File: config.mk
export PLATFORM = sky130hd
export DESIGN_NAME = dac_multich_setpoint
export DESIGN_NICKNAME = d
export VERILOG_FILES = /design/src/rtl/dac_pkg.sv /design/src/rtl/dac_chan_reg.sv /design/src/rtl/dac_multich_setpoint.sv
export SDC_FILE = /design/constraint.sdc
export NUM_CORES = 1
export LEC_CHECK = 0
export ABC_AREA = 1
export CAP_MARGIN = 20
export CORE_MARGIN = 10
export CORE_UTILIZATION = 44
export DETAILED_ROUTE_END_ITERATION = 6
export PLACE_DENSITY_LB_ADDON = 0.3
export SLEW_MARGIN = 15
export SYNTH_ARGS = -nofsm -noshare
export SYNTH_HDL_FRONTEND = slang
export SYNTH_SLANG_ARGS = --single-unit
File: constraint.sdc
create_clock -name CLK50MHZ -period 2.4 [get_ports CLK50MHZ]
set_clock_uncertainty 0.1 [all_clocks]
set_input_delay 0.24 -clock CLK50MHZ [delete_from_list [all_inputs] [get_ports CLK50MHZ]]
set_output_delay 0.24 -clock CLK50MHZ [all_outputs]
set_load 0.05 [all_outputs]
File: src/rtl/dac_pkg.sv
// Shared constants, FSM state encoding and preset switch codes for the multi-channel DAC setpoint block.
package dac_pkg;

  localparam logic [3:0] CMD_WR_UPD = 4'b0011;
  localparam logic [3:0] CMD_NOP    = 4'b1111;
  localparam logic [3:0] ADDR_ALL   = 4'b1111;

  typedef enum logic [1:0] {
    ST_IDLE = 2'd0,
    ST_LOAD = 2'd1,
    ST_TRIG = 2'd2,
    ST_WAIT = 2'd3
  } state_t;

  localparam logic [3:0] SW_MAX  = 4'b1000;
  localparam logic [3:0] SW_MID  = 4'b0100;
  localparam logic [3:0] SW_ONE  = 4'b0010;
  localparam logic [3:0] SW_ZERO = 4'b0001;

endpackage

File: src/rtl/dac_chan_reg.sv
// One setpoint channel: saturating up/down stepping, one-hot presets and a dirty flag
// that marks the value as not yet sent to the DAC.
module dac_chan_reg
  import dac_pkg::*;
#(
  parameter int WIDTH = 12,
  parameter int STEP  = 32
) (
  input  logic             clk,
  input  logic             rst,
  input  logic             sel_hit,
  input  logic [3:0]       sw,
  input  logic             rise_less,
  input  logic             rise_more,
  input  logic             clr_dirty,
  input  logic             set_dirty,
  output logic [WIDTH-1:0] value,
  output logic             dirty
);

  localparam logic [WIDTH:0] MAX_W  = {1'b0, {WIDTH{1'b1}}};
  localparam logic [WIDTH:0] STEP_W = (WIDTH+1)'(STEP);

  logic [WIDTH-1:0] value_q, value_d;
  logic             dirty_q, dirty_d;
  logic [WIDTH:0]   wide;
  logic [WIDTH:0]   up_sum;

  always_comb begin
    wide    = {1'b0, value_q};
    up_sum  = wide + STEP_W;
    value_d = value_q;
    if (sel_hit) begin
      case (sw)
        SW_MAX:  value_d = '1;
        SW_MID:  value_d = {1'b1, {(WIDTH-1){1'b0}}};
        SW_ONE:  value_d = WIDTH'(1);
        SW_ZERO: value_d = '0;
        4'b0000: begin
          if (rise_less && !rise_more) begin
            value_d = (wide < STEP_W) ? '0 : WIDTH'(wide - STEP_W);
          end else if (rise_more && !rise_less) begin
            value_d = (up_sum > MAX_W) ? '1 : up_sum[WIDTH-1:0];
          end
        end
        default: value_d = value_q;
      endcase
    end
    // A change in the same cycle as the capture keeps the channel dirty.
    dirty_d = (dirty_q && !clr_dirty) || set_dirty || (value_d != value_q);
  end

  always_ff @(posedge clk) begin
    if (rst) begin
      value_q <= '0;
      dirty_q <= 1'b1;
    end else begin
      value_q <= value_d;
      dirty_q <= dirty_d;
    end
  end

  assign value = value_q;
  assign dirty = dirty_q;

endmodule

File: src/rtl/dac_multich_setpoint.sv
// NCH button-adjusted setpoints, sent round-robin to an SPI DAC driver via the
// dactrig/dacdone handshake with a no-response watchdog.
//
// state | meaning
// IDLE  | no transaction; pick next dirty channel after the last one served
// LOAD  | capture value/address of picked channel, clear its dirty flag
// TRIG  | one-cycle dactrig pulse, arm watchdog
// WAIT  | wait for dacdone; on watchdog expiry flag err and retry the channel
module dac_multich_setpoint
  import dac_pkg::*;
#(
  parameter int WIDTH   = 12,
  parameter int NCH     = 4,
  parameter int STEP    = 32,
  parameter int TIMEOUT = 4096,
  localparam int SEL_W  = (NCH > 1) ? $clog2(NCH) : 1
) (
  input  logic             CLK50MHZ,
  input  logic             RST,
  input  logic             less,
  input  logic             more,
  input  logic [SEL_W-1:0] sel,
  input  logic [3:0]       sw,
  output logic [WIDTH-1:0] data,
  output logic [3:0]       address,
  output logic [3:0]       command,
  output logic             dactrig,
  input  logic             dacdone,
  output logic             busy,
  output logic             err,
  output logic [7:0]       LED
);

  localparam int WD_W = $clog2(TIMEOUT);
  localparam int NPAD = 1 << SEL_W;

  state_t           state_q, state_d;
  logic [SEL_W-1:0] idx_q, idx_d;
  logic [WIDTH-1:0] data_q, data_d;
  logic [3:0]       address_q, address_d;
  logic             err_q, err_d;
  logic [WD_W-1:0]  wd_q, wd_d;
  logic             less_q, more_q;

  logic             rise_less, rise_more;
  logic             load_en, retry_en;
  logic [NCH-1:0]   sel_hit, clr_dirty, set_dirty, dirty;
  logic [WIDTH-1:0] values [NCH];
  logic [WIDTH-1:0] values_pad [NPAD];
  logic [SEL_W-1:0] pick, rr_sel;
  logic [WIDTH-1:0] sel_val;

  assign rise_less = less && !less_q;
  assign rise_more = more && !more_q;

  for (genvar i = 0; i < NCH; i++) begin : g_chan
    assign sel_hit[i]   = (sel == SEL_W'(i));
    assign clr_dirty[i] = load_en && (idx_q == SEL_W'(i));
    assign set_dirty[i] = retry_en && (idx_q == SEL_W'(i));

    dac_chan_reg #(
      .WIDTH (WIDTH),
      .STEP  (STEP)
    ) u_chan (
      .clk       (CLK50MHZ),
      .rst       (RST),
      .sel_hit   (sel_hit[i]),
      .sw        (sw),
      .rise_less (rise_less),
      .rise_more (rise_more),
      .clr_dirty (clr_dirty[i]),
      .set_dirty (set_dirty[i]),
      .value     (values[i]),
      .dirty     (dirty[i])
    );
  end

  // Pad to a power of two so sel/idx can index without range checks.
  for (genvar p = 0; p < NPAD; p++) begin : g_pad
    if (p < NCH) begin : g_real
      assign values_pad[p] = values[p];
    end else begin : g_zero
      assign values_pad[p] = '0;
    end
  end

  // Scan from farthest to nearest so the nearest dirty channel after idx_q wins.
  always_comb begin
    pick   = idx_q;
    rr_sel = '0;
    for (int k = NCH; k >= 1; k--) begin
      rr_sel = SEL_W'((int'(idx_q) + k) % NCH);
      if (dirty[rr_sel]) begin
        pick = rr_sel;
      end
    end
  end

  always_comb begin
    state_d   = state_q;
    idx_d     = idx_q;
    data_d    = data_q;
    address_d = address_q;
    err_d     = err_q;
    wd_d      = wd_q;
    load_en   = 1'b0;
    retry_en  = 1'b0;
    case (state_q)
      ST_IDLE: begin
        if (|dirty) begin
          idx_d   = pick;
          state_d = ST_LOAD;
        end
      end
      ST_LOAD: begin
        data_d    = values_pad[idx_q];
        address_d = 4'(idx_q);
        load_en   = 1'b1;
        state_d   = ST_TRIG;
      end
      ST_TRIG: begin
        wd_d    = WD_W'(TIMEOUT - 1);
        state_d = ST_WAIT;
      end
      ST_WAIT: begin
        if (dacdone) begin
          state_d = ST_IDLE;
        end else if (wd_q == '0) begin
          err_d    = 1'b1;
          retry_en = 1'b1;
          state_d  = ST_IDLE;
        end else begin
          wd_d = wd_q - WD_W'(1);
        end
      end
      default: state_d = ST_IDLE;
    endcase
  end

  always_ff @(posedge CLK50MHZ) begin
    if (RST) begin
      state_q   <= ST_IDLE;
      idx_q     <= SEL_W'(NCH - 1);
      data_q    <= '0;
      address_q <= '0;
      err_q     <= 1'b0;
      wd_q      <= '0;
      less_q    <= 1'b0;
      more_q    <= 1'b0;
    end else begin
      state_q   <= state_d;
      idx_q     <= idx_d;
      data_q    <= data_d;
      address_q <= address_d;
      err_q     <= err_d;
      wd_q      <= wd_d;
      less_q    <= less;
      more_q    <= more;
    end
  end

  assign sel_val = values_pad[sel];

  assign data    = data_q;
  assign address = address_q;
  assign command = CMD_WR_UPD;
  // Masked by RST so a reset landing on TRIG never shows a trigger.
  assign dactrig = (state_q == ST_TRIG) && !RST;
  assign busy    = (state_q != ST_IDLE);
  assign err     = err_q;
  assign LED     = sel_val[WIDTH-1 -: 8];

endmodule

==> run metrics <==
placer congestion estimate=1.01; htree depth=3; leading area contributor after synthesis=dfxtp_1; period utilization=0.990; Iter 0 DRT Violations=993; Pleak=4.54 nW; share of cells above drive strength 1=0.213; CP bufs+invs=3; VDD IR max=0.450 mV; Routed Antenna Nets=0; Pre-antenna DRT Iters=6; wire length per cell=16.0 um; met3 wire len=2060 um; CTS tree=yes; antenna violations before repair=0; GRT overflow=0; Post-Syn Area=7550 sq um; die area=22800 sq um; top post-synthesis cells by area=dfxtp_1 23%, nand2_1 17%, nand3_1 9.7%; Clk pin slew, worst setup/hold paths=0.06 ns; critical-path cell list=clkdlybuf4s50_1 > nor2_2 > buf_4 > a22oi_1 > o221ai_1 > buf_12; slowest CP cell=clkdlybuf4s50_1; Yosys reg bits=85; Max clock buf depth=2; final WL=26400 um; die width=151 um; clk sink count=85; HPWL after DPL=18900 um; top layer used by detailed routing=met4; yosys warns=0; total track usage=0.221; largest net degree at the start of global routing=40; post-synthesis sequential area ratio=0.225; Nets=1452; # Max-Cap Violations=0; cell family with most CP delay=buffers and inverters; FF-to-FF setup slack=0.11 ns; met2 WL=12400 um; dpl cell area=8890 sq um; endpoint type of the worst setup path=output pin; Crit path required time=2.06 ns; HP Start=RST; synthesized instance count=1305; number of synthesized flops with an enable pin=0; Startpoint Class=primary input; post-route cell area=9920 sq um; final setup fails=0; I/O pins=42; Reg2Reg Depth=18; num rows=47; async set-reset flop share out of synthesis=0; # DRC=0; Reg-to-Reg Start=g_chan[0].u_chan.value[5]; DR vias=9209; RSZ-0062 raised after global routing=yes; DRT met1 WL=11100 um; commonest non-fill, non-tap cell in the layout=nand2_1; critical path type=in -> out; WHS Endpoint=g_chan[2].u_chan.value[3]; hold path cells=2; Final Hold Vio Count=0; Rel. slew slack=0.584; initial core utilization=0.452; Synth top area share=0.225; CP Max Fanout=6; min cycle time layout=2.38 ns; outcome=finished, final reports clean; vias in the first global route=8167; Vias/cell=5.60; HP Class=in -> reg; unique cell type count in the Yosys netlist=48; Hold WS=0.0709 ns; Main synth FF type=dfxtp_1; Worst-Skew Late Latency=0.36 ns; root buffer cell=clkbuf_16; Achievable Freq=0.421 GHz; max-slew violation count=0; Avg Cell Area, Syn=5.79 sq um; first-pass GRT wire length=41000 um; core area=16700 sq um; IO Port Bufs=35; PwrDens=692 nW/um^2; Final Power=0.00686 W; ant diodes=0; most frequent cells in the layout=309 x nand2_1, 135 x inv_1, 130 x nand3_1; CP Data Arrival Time=2.04 ns; area delta synth->final=31.3%; max incr delay on CP=0.59 ns; CTS Buf Count=9; die height=151 um; worst slew pin tran=0.618 ns; RR Endpoint=g_chan[0].u_chan.dirty
[routing by layer]
| metal | track usage | vias to the layer above |
|---|---|---|
| met2 | 0.368 | 437 |
| met5 | 0 | - |
| li1 | - | 4530 |
| met3 | 0.0403 | 72 |
| met1 | 0.278 | 4170 |
| met4 | 0.0861 | 0 |
[where the power goes]
| part | switching [W] | internal (W) | total (W) |
|---|---|---|---|
| clock network | 0.000633 | 0.00101 | 0.00165 |
| logic | 0.00212 | 0.00118 | 0.00331 |
| registers | 0.000236 | 0.00168 | 0.00191 |
| total | 0.00299 | 0.00387 | 0.00686 |
[cell type report]
cell class / instances / area (sq um)
Clock buffer: 9 / 225
Clock inverter: 6 / 113
Fill cell: 1590 / 6780
Inverter: 154 / 593
Multi-Input combinational cell: 1000 / 5390
Sequential cell: 85 / 1740
Tap cell: 220 / 275
Timing Repair Buffer: 169 / 1590
[stage by stage]
| step | utilization | instances | TNS [ns] | worst slack (ns) |
|---|---|---|---|---|
| global route | 0.594 | 1643 | -0.193 | -0.0775 |
| global placement | 0.532 | 1605 | -0.0415 | -0.0371 |
| finish | 0.594 | 1643 | 0 | 0.0233 |
| detailed placement | 0.532 | 1605 | -0.159 | -0.0745 |
| floorplan | - | 1309 | 0 | 0.176 |
| CTS | 0.553 | 1620 | 0 | 0.00776 |
[how the worst max path moves through the flow]
stage | slack [ns] | end | cells past startpoint | start
floorplan | 0.18 | g_chan[0].u_chan.dirty | 17 | g_chan[0].u_chan.value[5]
global placement | -0.04 | g_chan[0].u_chan.dirty | 16 | sw[2]
detailed placement | -0.07 | g_chan[0].u_chan.dirty | 16 | sw[2]
CTS | 0.008 | g_chan[0].u_chan.dirty | 16 | g_chan[0].u_chan.value[5]
global route | -0.08 | g_chan[2].u_chan.dirty | 16 | g_chan[2].u_chan.value[5]
finish | 0.02 | LED[3] | 6 | sel[1]
[cells in the mapped netlist (9+ instances only)]
| cell | n |
|---|---|
| nand2_1 | 340 |
| nand3_1 | 146 |
| inv_1 | 140 |
| nor2_1 | 124 |
| o21ai_0 | 118 |
| a21oi_1 | 95 |
| dfxtp_1 | 85 |
| clkbuf_1 | 28 |
| nand4_1 | 26 |
| buf_2 | 23 |
| ha_1 | 22 |
| o211ai_1 | 18 |
| buf_4 | 15 |
| nor3_1 | 15 |
| inv_2 | 11 |
| a22oi_1 | 9 |
| a31oi_1 | 9 |
| nor2_2 | 9 |
[kinds of logic after synthesis]
logic type / count (synthesis) / synth area share
adder cells (fa/ha/maj): 22 / 0.0364
AND/OR/NAND/NOR: 685 / 0.399
XOR/XNOR: 6 / 0.00696
flip-flops: 85 / 0.225
buffers and inverters: 228 / 0.128
other: 2 / 0.000994
AO/OA/AOI/OAI: 277 / 0.203
[registers in the layout, indices dropped and copies added (netlist names)]
name                 count
g_chan.u_chan.value     48
less_q                   1
idx_q                    2
data                    12
g_chan.u_chan.dirty      4
err                      1
address                  2
state_q                  2
wd_q                    12
more_q                   1
[repair_timing]
item,4_1_cts,5_1_grt
setup buffers,0,19
gates cloned,0,4
setup endpoints to repair,3,24
resized for setup,3,140
hold buffers,0,0
pin swaps,0,66
No activity file was read; power rests on OpenSTA's default activity.
